## src/rtl/port1_input.sv

```systemverilog
// Input parallel port for the 8051 core: two-flop pin synchroniser, per-bit
// debounce, sticky change flags with level interrupt, and a registered read path.
module port1_input #(
  parameter int WIDTH           = 8,
  parameter int DEBOUNCE_CYCLES = 4,
  parameter int CNT_W           = 8
) (
  input  logic             clock,
  input  logic             reset,
  input  logic [WIDTH-1:0] pins_in,
  input  logic             rd_en,
  input  logic             rd_sel,
  output logic [7:0]       rd_data,
  output logic             rd_valid,
  output logic             change_irq
);

  localparam logic [CNT_W-1:0] CNT_LAST = CNT_W'(DEBOUNCE_CYCLES - 1);

  logic [WIDTH-1:0] sync1;
  logic [WIDTH-1:0] sync2;
  logic [WIDTH-1:0] deb;
  logic [WIDTH-1:0] deb_nxt;
  logic [WIDTH-1:0] set_flag;
  logic [WIDTH-1:0] flags;
  logic [WIDTH-1:0] flags_nxt;
  logic [WIDTH-1:0] clr;
  logic [CNT_W-1:0] cnt     [WIDTH];
  logic [CNT_W-1:0] cnt_nxt [WIDTH];
  logic [7:0]       rd_mux;
  logic [7:0]       data_p0;
  logic             vld_p0;

  // A level differing from deb must survive DEBOUNCE_CYCLES consecutive
  // evaluations; any cycle matching deb restarts the count.
  always_comb begin
    deb_nxt  = deb;
    set_flag = '0;
    for (int i = 0; i < WIDTH; i++) begin
      cnt_nxt[i] = '0;
      if (sync2[i] != deb[i]) begin
        if (cnt[i] == CNT_LAST) begin
          deb_nxt[i]  = sync2[i];
          set_flag[i] = 1'b1;
        end else begin
          cnt_nxt[i] = cnt[i] + 1'b1;
        end
      end
    end
  end

  // Set beats clear so an edge accepted during a flag read is never lost.
  always_comb begin
    clr       = (rd_en && rd_sel) ? flags : '0;
    flags_nxt = (flags & ~clr) | set_flag;
    rd_mux    = '0;
    rd_mux[WIDTH-1:0] = rd_sel ? flags : deb;
  end

  always_ff @(posedge clock or negedge reset) begin
    if (!reset) begin
      sync1      <= '0;
      sync2      <= '0;
      deb        <= '0;
      flags      <= '0;
      change_irq <= 1'b0;
      vld_p0     <= 1'b0;
      data_p0    <= '0;
      rd_valid   <= 1'b0;
      rd_data    <= '0;
      for (int i = 0; i < WIDTH; i++) cnt[i] <= '0;
    end else begin
      sync1      <= pins_in;
      sync2      <= sync1;
      deb        <= deb_nxt;
      flags      <= flags_nxt;
      change_irq <= |flags;
      for (int i = 0; i < WIDTH; i++) cnt[i] <= cnt_nxt[i];
      // p0: read sample taken on the rd_en edge
      vld_p0 <= rd_en;
      if (rd_en) data_p0 <= rd_mux;
      // p1: presented to the datapath
      rd_valid <= vld_p0;
      if (vld_p0) rd_data <= data_p0;
    end
  end

endmodule

```

## config.mk

```make
export PLATFORM = sky130hd
export DESIGN_NAME = port1_input
export DESIGN_NICKNAME = d
export VERILOG_FILES = /design/src/rtl/port1_input.sv
export SDC_FILE = /design/constraint.sdc
export NUM_CORES = 1
export LEC_CHECK = 0
export CORE_MARGIN = 2
export CORE_UTILIZATION = 49
export CTS_BUF_LIST = sky130_fd_sc_hd__clkbuf_4 sky130_fd_sc_hd__clkbuf_8
export DETAILED_ROUTE_END_ITERATION = 10
export PLACE_DENSITY = 0.64
export SLEW_MARGIN = 0
export SYNTH_ARGS = -nofsm -noshare
export SYNTH_HDL_FRONTEND = slang
export SYNTH_SLANG_ARGS = --single-unit
```

## constraint.sdc

```tcl
create_clock -name clock -period 3.35 [get_ports clock]
set_input_delay 0.335 -clock clock [delete_from_list [all_inputs] [get_ports clock]]
set_output_delay 0.335 -clock clock [all_outputs]
set_load 0.01 [all_outputs]
```

==> results of run 1 <==
[placed cells by master (no fill, tap or decap)]
| master | netlist | final |
|---|---|---|
| dfrtp_1 | 115 | 115 |
| nor2_1 | 46 | 46 |
| o21ai_0 | 32 | 32 |
| a21oi_1 | 28 | 28 |
| nand3_1 | 28 | 28 |
| nand2_1 | 28 | 28 |
| or3_1 | 24 | 24 |
| clkbuf_8 | 0 | 21 |
| clkdlybuf4s50_1 | 0 | 20 |
| xnor2_1 | 16 | 16 |
| xor2_1 | 16 | 16 |
| ha_1 | 16 | 16 |
| mux2_2 | 13 | 13 |
| inv_1 | 12 | 12 |
| nor4b_2 | 8 | 8 |
| nor3_1 | 8 | 8 |
| a21o_1 | 8 | 8 |
| mux2i_1 | 8 | 8 |
| nand4_2 | 4 | 4 |
| nand4_1 | 4 | 4 |
| a21oi_2 | 4 | 4 |
| clkinv_2 | 0 | 4 |
| buf_4 | 0 | 4 |
| mux2_4 | 3 | 3 |
| nor2b_1 | 2 | 2 |
| nand3_2 | 2 | 2 |
| nor4_1 | 2 | 2 |
| clkinvlp_4 | 0 | 2 |
| bufinv_16 | 0 | 2 |
| clkinv_4 | 0 | 1 |
| clkbuf_4 | 0 | 1 |
[registers in the layout (all words and copies together) (netlist names)]
register and cells:
sync1 8, cnt 64, rd_valid 1, sync2 8, deb 8, flags 8
rd_data 8, vld_p0 1, change_irq 1, data_p0 8
[where the power goes]
group	leakage, uW	total [uW]	internal, uW	switching (uW)
clock network	0.000204	1280	740	535
registers	0.00149	1970	1670	298
logic	0.000820	857	417	441
[layout make-up]
type	instances	area [um2]
clock inverters	9	104
flip-flops and latches	115	2880
multi-input cells	300	2000
fillers	841	4060
clock buffers	22	297
repair buffers	24	230
inverters	12	45.0
well taps	133	166
[worst max path at each step]
stage / end / slack [ns] / cells past startpoint
2_1_floorplan: deb[0] / 2.05 / 4
3_3_place_gp: flags[5] / 1.56 / 4
3_5_place_dp: flags[1] / 1.45 / 4
4_1_cts: rd_data[3] / 1.62 / 1
5_1_grt: rd_data[3] / 1.60 / 1
6_report: rd_data[3] / 1.66 / 1
[kinds of logic after synthesis]
family | Yosys count
and+or+nand+nor | 156
DFF | 115
AOI/OAI and AO/OA | 72
xor gates and xnor gates | 32
muxes | 24
buffers and inverters | 16
adders and majority gates | 16
[layer usage]
| layer | up-vias | part of all wire | global-route usage |
|---|---|---|---|
| met4 | 0 | 0.013 | 0.0647 |
| met5 | - | 0 | 0 |
| met1 | 1555 | 0.47 | 0.220 |
| li1 | 1588 | - | - |
| met3 | 11 | 0.033 | 0.0633 |
| met2 | 35 | 0.48 | 0.265 |
[metrics by stage]
stage	hold WS (ns)	worst slack, ns	instances
2_1_floorplan	0.0394	2.05	431
3_3_place_gp	0.336	1.56	584
3_5_place_dp	0.335	1.45	584
4_1_cts	0.0280	1.62	615
5_1_grt	0.0720	1.60	615
6_report	0.0144	1.66	615
==> impl_metrics.py, run 1 <==
metrics = {
    "critical_path": {
        "crit_fanout": 2,
        "rr_startpoint": "cnt[0]",
        "regToRegSetupSlack_ns": 1.89,
        "worstRegToRegCells": 4,
        "crit_chain": "clkdlybuf4s50_1",
        "startpoint_type": "flop",
        "critPathRequiredTime_ns": 3.01,
        "crit_buf_inv": 1,
        "cp_slowest_cell": "clkdlybuf4s50_1",
        "r2r_end": "deb[7]",
        "critPathTopFamily": "buffers and inverters",
        "crit_arrival_ns": 1.36,
        "path_class": "reg2out",
        "cp-startpoint": "rd_data[3]",
        "max_stage_delay_ns": 0.55,
        "critPathCaptureType": "output port",
    },
    "routing": {
        "detail-route-antenna-nets": 0,
        "firstDrtPassIters": 4,
        "drt_iter0_drc": 139,
        "drt-vias-per-instance": 5.19,
        "avgRoutedWirePerCell_um": 13.5,
        "drc_errors": 0,
        "wl_mm": 8.33,
        "vias": 3189,
    },
    "hold_path": {
        "hp-class": "in2async",
    },
    "synth": {
        "synth-compound-area-share": 0.0801,
        "synth.cells.most_frequent": "dfrtp_1, nor2_1, o21ai_0",
        "yosysWarnings": 0,
        "syn_avg_cell_area_um2": 11.5,
        "seq_area_frac_synth": 0.583,
        "netlist-cell-type-count": 25,
        "synth_top_family_by_area": "simple AND/OR/NAND/NOR gates",
        "synthXorXnorAreaFrac": 0.0568,
        "async_reset_ff_frac": 1.00,
        "yosysTopAreaCellShare": 0.583,
        "synth_flop_cell": "dfrtp_1",
        "synthSimpleGateAreaFrac": 0.172,
        "synthCells": 431,
        "yosysTopAreaCell": "dfrtp_1",
        "yosysMostFrequentCell": "dfrtp_1",
        "synth_mux_area_frac": 0.0550,
        "synth_top_cells_by_area": "dfrtp_1, ha_1, nor2_1, o21ai_0, or3_1",
        "synth_area_um2": 4940,
        "synth.net_count": 459,
        "synth-seq-cells": 115,
        "synth_edf_count": 0,
        "synthAdderAreaFrac": 0.0406,
    },
    "power_and_ir_drop": {
        "p_per_area_nw_per_um2": 717,
        "ir_worst_vdd_uv": 345,
        "power_uw": 4100,
        "p_leak_uw": 0.00252,
    },
    "global_routing": {
        "antenna_found_initial": 0,
        "grt_pass1_vias": 3216,
        "grtUsageTotal": 0.171,
        "grt_max_degree": 70,
        "grt_overflow_total": 0,
        "grt_first_pass_wirelength_mm": 14.8,
    },
    "cells_and_area": {
        "drive_above_1_share": 0.143,
        "area_growth_pct": 15.8,
        "nets": 498,
        "antenna_cells": 0,
        "final_core_util": 0.585,
        "finalInstanceArea_um2": 5720,
    },
    "sta": {
        "setup_viol": 0,
        "worstMarginPinSlew_ns": 0.847,
        "fin_setup_tns_ns": 0,
        "max_slew_margin": 0.435,
        "hold_viol_final": 0,
        "rsz0062_at_grt": "no",
        "fmax_ghz": 0.590,
        "fin_crit_sh": 0.506,
        "finClkSkew_ns": 0.00796,
        "drv_slew": 0,
        "period_needed_ns": 1.69,
    },
    "floorplan": {
        "std_cell_rows": 36,
        "core_um2": 9770,
        "io_pins": 22,
        "die_x_um": 104,
        "die_h_um": 104,
        "initial_core_util": 0.505,
        "die_area_um2": 10900,
    },
    "clocking": {
        "cts_sinks": 115,
        "clock_path_buffers": 2,
        "cts_tree": "done",
        "cts_made_buffers": 17,
        "ctsHoldBuffers": 0,
        "ctsResizeCount": 0,
        "postCtsSetupBuffers": 0,
        "insertion_delay_ns": 0.42,
        "root_buffer": "clkbuf_8",
        "clk_pin_slew_ns": 0.06,
        "cts_max_level": 4,
    },
    "placement": {
        "gp_congestion": 0.786,
        "place_area_um2": 5320,
        "dp_hpwl_mm": 5.65,
        "port_buffers": 21,
    },
    "flow_run": {
        "drv_cap": 0,
    },
    "status": {
        "status": "finished clean",
    },
}
No activity file was read; power rests on OpenSTA's default activity.
==> run 2, diff against run 1 <==
Settings changed: PLACE_DENSITY 0.64 to 0.66.
Clock period 3.35 ns to 1.4 ns, I/O delays scaled along.
==> run 2 against run 1 <==
The flow now finishes with violations (setup timing). Combinational power rose to 3.1 times the previous value. Clock-buffer cell count fell by 1. Core utilization rose by 3.4 points. Non-clock buffer count rose by 34. Worst hold slack improved by 0.15 ns. Highest routed layer unchanged.
==> impl_metrics.py, run 2 (synthesis gave the netlist of run 1 again) <==
metrics = {
    "status": {
        "status": "finished, violations left",
        "violations": "setup timing",
    },
    "global_routing": {
        "grt_first_pass_wirelength_mm": 15.2,
        "grt_overflow_total": 0,
        "grt_max_degree": 71,
        "grt_pass1_vias": 3335,
        "antenna_found_initial": 0,
        "grtUsageTotal": 0.176,
    },
    "critical_path": {
        "cp-startpoint": "cnt[16]",
        "crit_arrival_ns": 1.70,
        "startpoint_type": "flop",
        "cp_slowest_cell": "dfrtp_1",
        "crit_chain": "ha_1 -> nor4b_4 -> nand2_1 -> mux2_2",
        "r2r_end": "deb[5]",
        "worstRegToRegCells": 4,
        "critPathRequiredTime_ns": 1.69,
        "critPathCaptureType": "flop",
        "crit_fanout": 4,
        "crit_buf_inv": 0,
        "regToRegSetupSlack_ns": -0.004,
        "max_stage_delay_ns": 0.41,
        "path_class": "reg2reg",
        "critPathTopFamily": "flip-flops",
        "rr_startpoint": "cnt[16]",
    },
    "floorplan": {
        "core_um2": 9770,
        "io_pins": 22,
        "initial_core_util": 0.505,
        "die_area_um2": 10900,
        "die_h_um": 104,
        "die_x_um": 104,
        "std_cell_rows": 36,
    },
    "power_and_ir_drop": {
        "power_uw": 10200,
        "ir_worst_vdd_uv": 1070,
        "p_leak_uw": 0.00270,
        "p_per_area_nw_per_um2": 1680,
    },
    "hold_path": {
        "hp-class": "in2reg",
        "hold_depth": 1,
        "whs_endpoint": "sync1[7]",
        "min-delay-start": "pins_in[7]",
    },
    "sta": {
        "hold_viol_final": 0,
        "max_slew_margin": 0.743,
        "fin_hold_ws_ns": 0.160,
        "setup_viol": 1,
        "drv_slew": 0,
        "period_needed_ns": 1.40,
        "setup_slack_ns": -0.00366,
        "fmax_ghz": 0.712,
        "fin_crit_sh": 1.00,
        "finClkSkew_ns": 0.00857,
        "rsz0062_at_grt": "yes",
        "fin_setup_tns_ns": -0.00366,
        "worstMarginPinSlew_ns": 0.385,
    },
    "placement": {
        "port_buffers": 21,
        "dp_hpwl_mm": 5.81,
        "gp_congestion": 0.792,
    },
    "cells_and_area": {
        "area_growth_pct": 22.5,
        "drive_above_1_share": 0.211,
        "final_core_util": 0.618,
        "antenna_cells": 0,
        "final_cell_mix": "dfrtp_1, nor2_1, buf_4",
        "layout_commonest_cell": "dfrtp_1",
        "top_register": "cnt",
        "largest_reg_flops": 64,
        "nets": 532,
        "fillers": 806,
    },
    "routing": {
        "wl_mm": 9.05,
        "avgRoutedWirePerCell_um": 14.0,
        "vias": 3367,
        "drc_errors": 0,
        "firstDrtPassIters": 4,
        "drt_iter0_drc": 147,
        "drt-vias-per-instance": 5.21,
        "detail-route-antenna-nets": 0,
    },
    "clocking": {
        "clk_pin_slew_ns": 0.06,
        "cts_tree": "done",
        "insertion_delay_ns": 0.42,
        "cts_sinks": 115,
        "root_buffer": "clkbuf_8",
        "clock_path_buffers": 2,
        "cts_max_level": 4,
        "cts_made_buffers": 17,
    },
    "flow_run": {
        "drv_cap": 0,
    },
}
run 2: timing repair:
item                                    4_1_cts  5_1_grt
pin swaps                                     0        2
gates resized for setup                      11       16
hold endpoints to repair                    115        0
endpoints found under the setup margin       13       38
buffers inserted                              5        9
hold buffers                                  1        0
run 2: power by group:
| part | internal (uW) | switching [uW] | total [uW] |
|---|---|---|---|
| clock network | 1660 | 1220 | 2880 |
| logic | 1410 | 1250 | 2660 |
| registers | 3990 | 632 | 4630 |
run 2: cell type report:
cell class                      instances  area, um2  area share
Clock inverter                          7       85.1      0.0141
Multi-Input combinational cell        300       2090       0.346
Tap cell                              133        166      0.0275
Timing Repair Buffer                   58        500      0.0828
Sequential cell                       115       2880       0.476
Inverter                               12       45.0     0.00745
Clock buffer                           21        277      0.0457
run 2: metal layers:
layer	track usage	share of wire	up-vias	wire, um
met2	0.288	0.51	44	4570
met3	0.0476	0.030	11	273
met5	0	0	-	0
met1	0.218	0.45	1658	4050
li1	-	-	1654	-
met4	0.0811	0.017	0	154
run 2: worst register-to-register path, cell delays in order (launching register included):
cell	delay [ns]
dfrtp_1	0.41
ha_1	0.21
nor4b_4	0.24
nand2_1	0.13
mux2_2	0.29
run 2: worst max path at each step:
stage	endpoint	slack [ns]	cells after the start
6_report	deb[5]	-0.004	4
5_1_grt	deb[5]	-0.05	4
4_1_cts	cnt[62]	0.008	5
3_5_place_dp	deb[0]	-0.004	4
3_3_place_gp	deb[0]	0.06	4
2_1_floorplan	deb[0]	0.1	4
run 2: stage by stage:
step	std cells	setup WS [ns]	area, um2
floorplan	431	0.0986	4940
finish	646	-0.00366	6040
global placement	603	0.0624	5480
CTS	637	0.00772	5890
global route	646	-0.0526	6040
detailed placement	603	-0.00433	5480
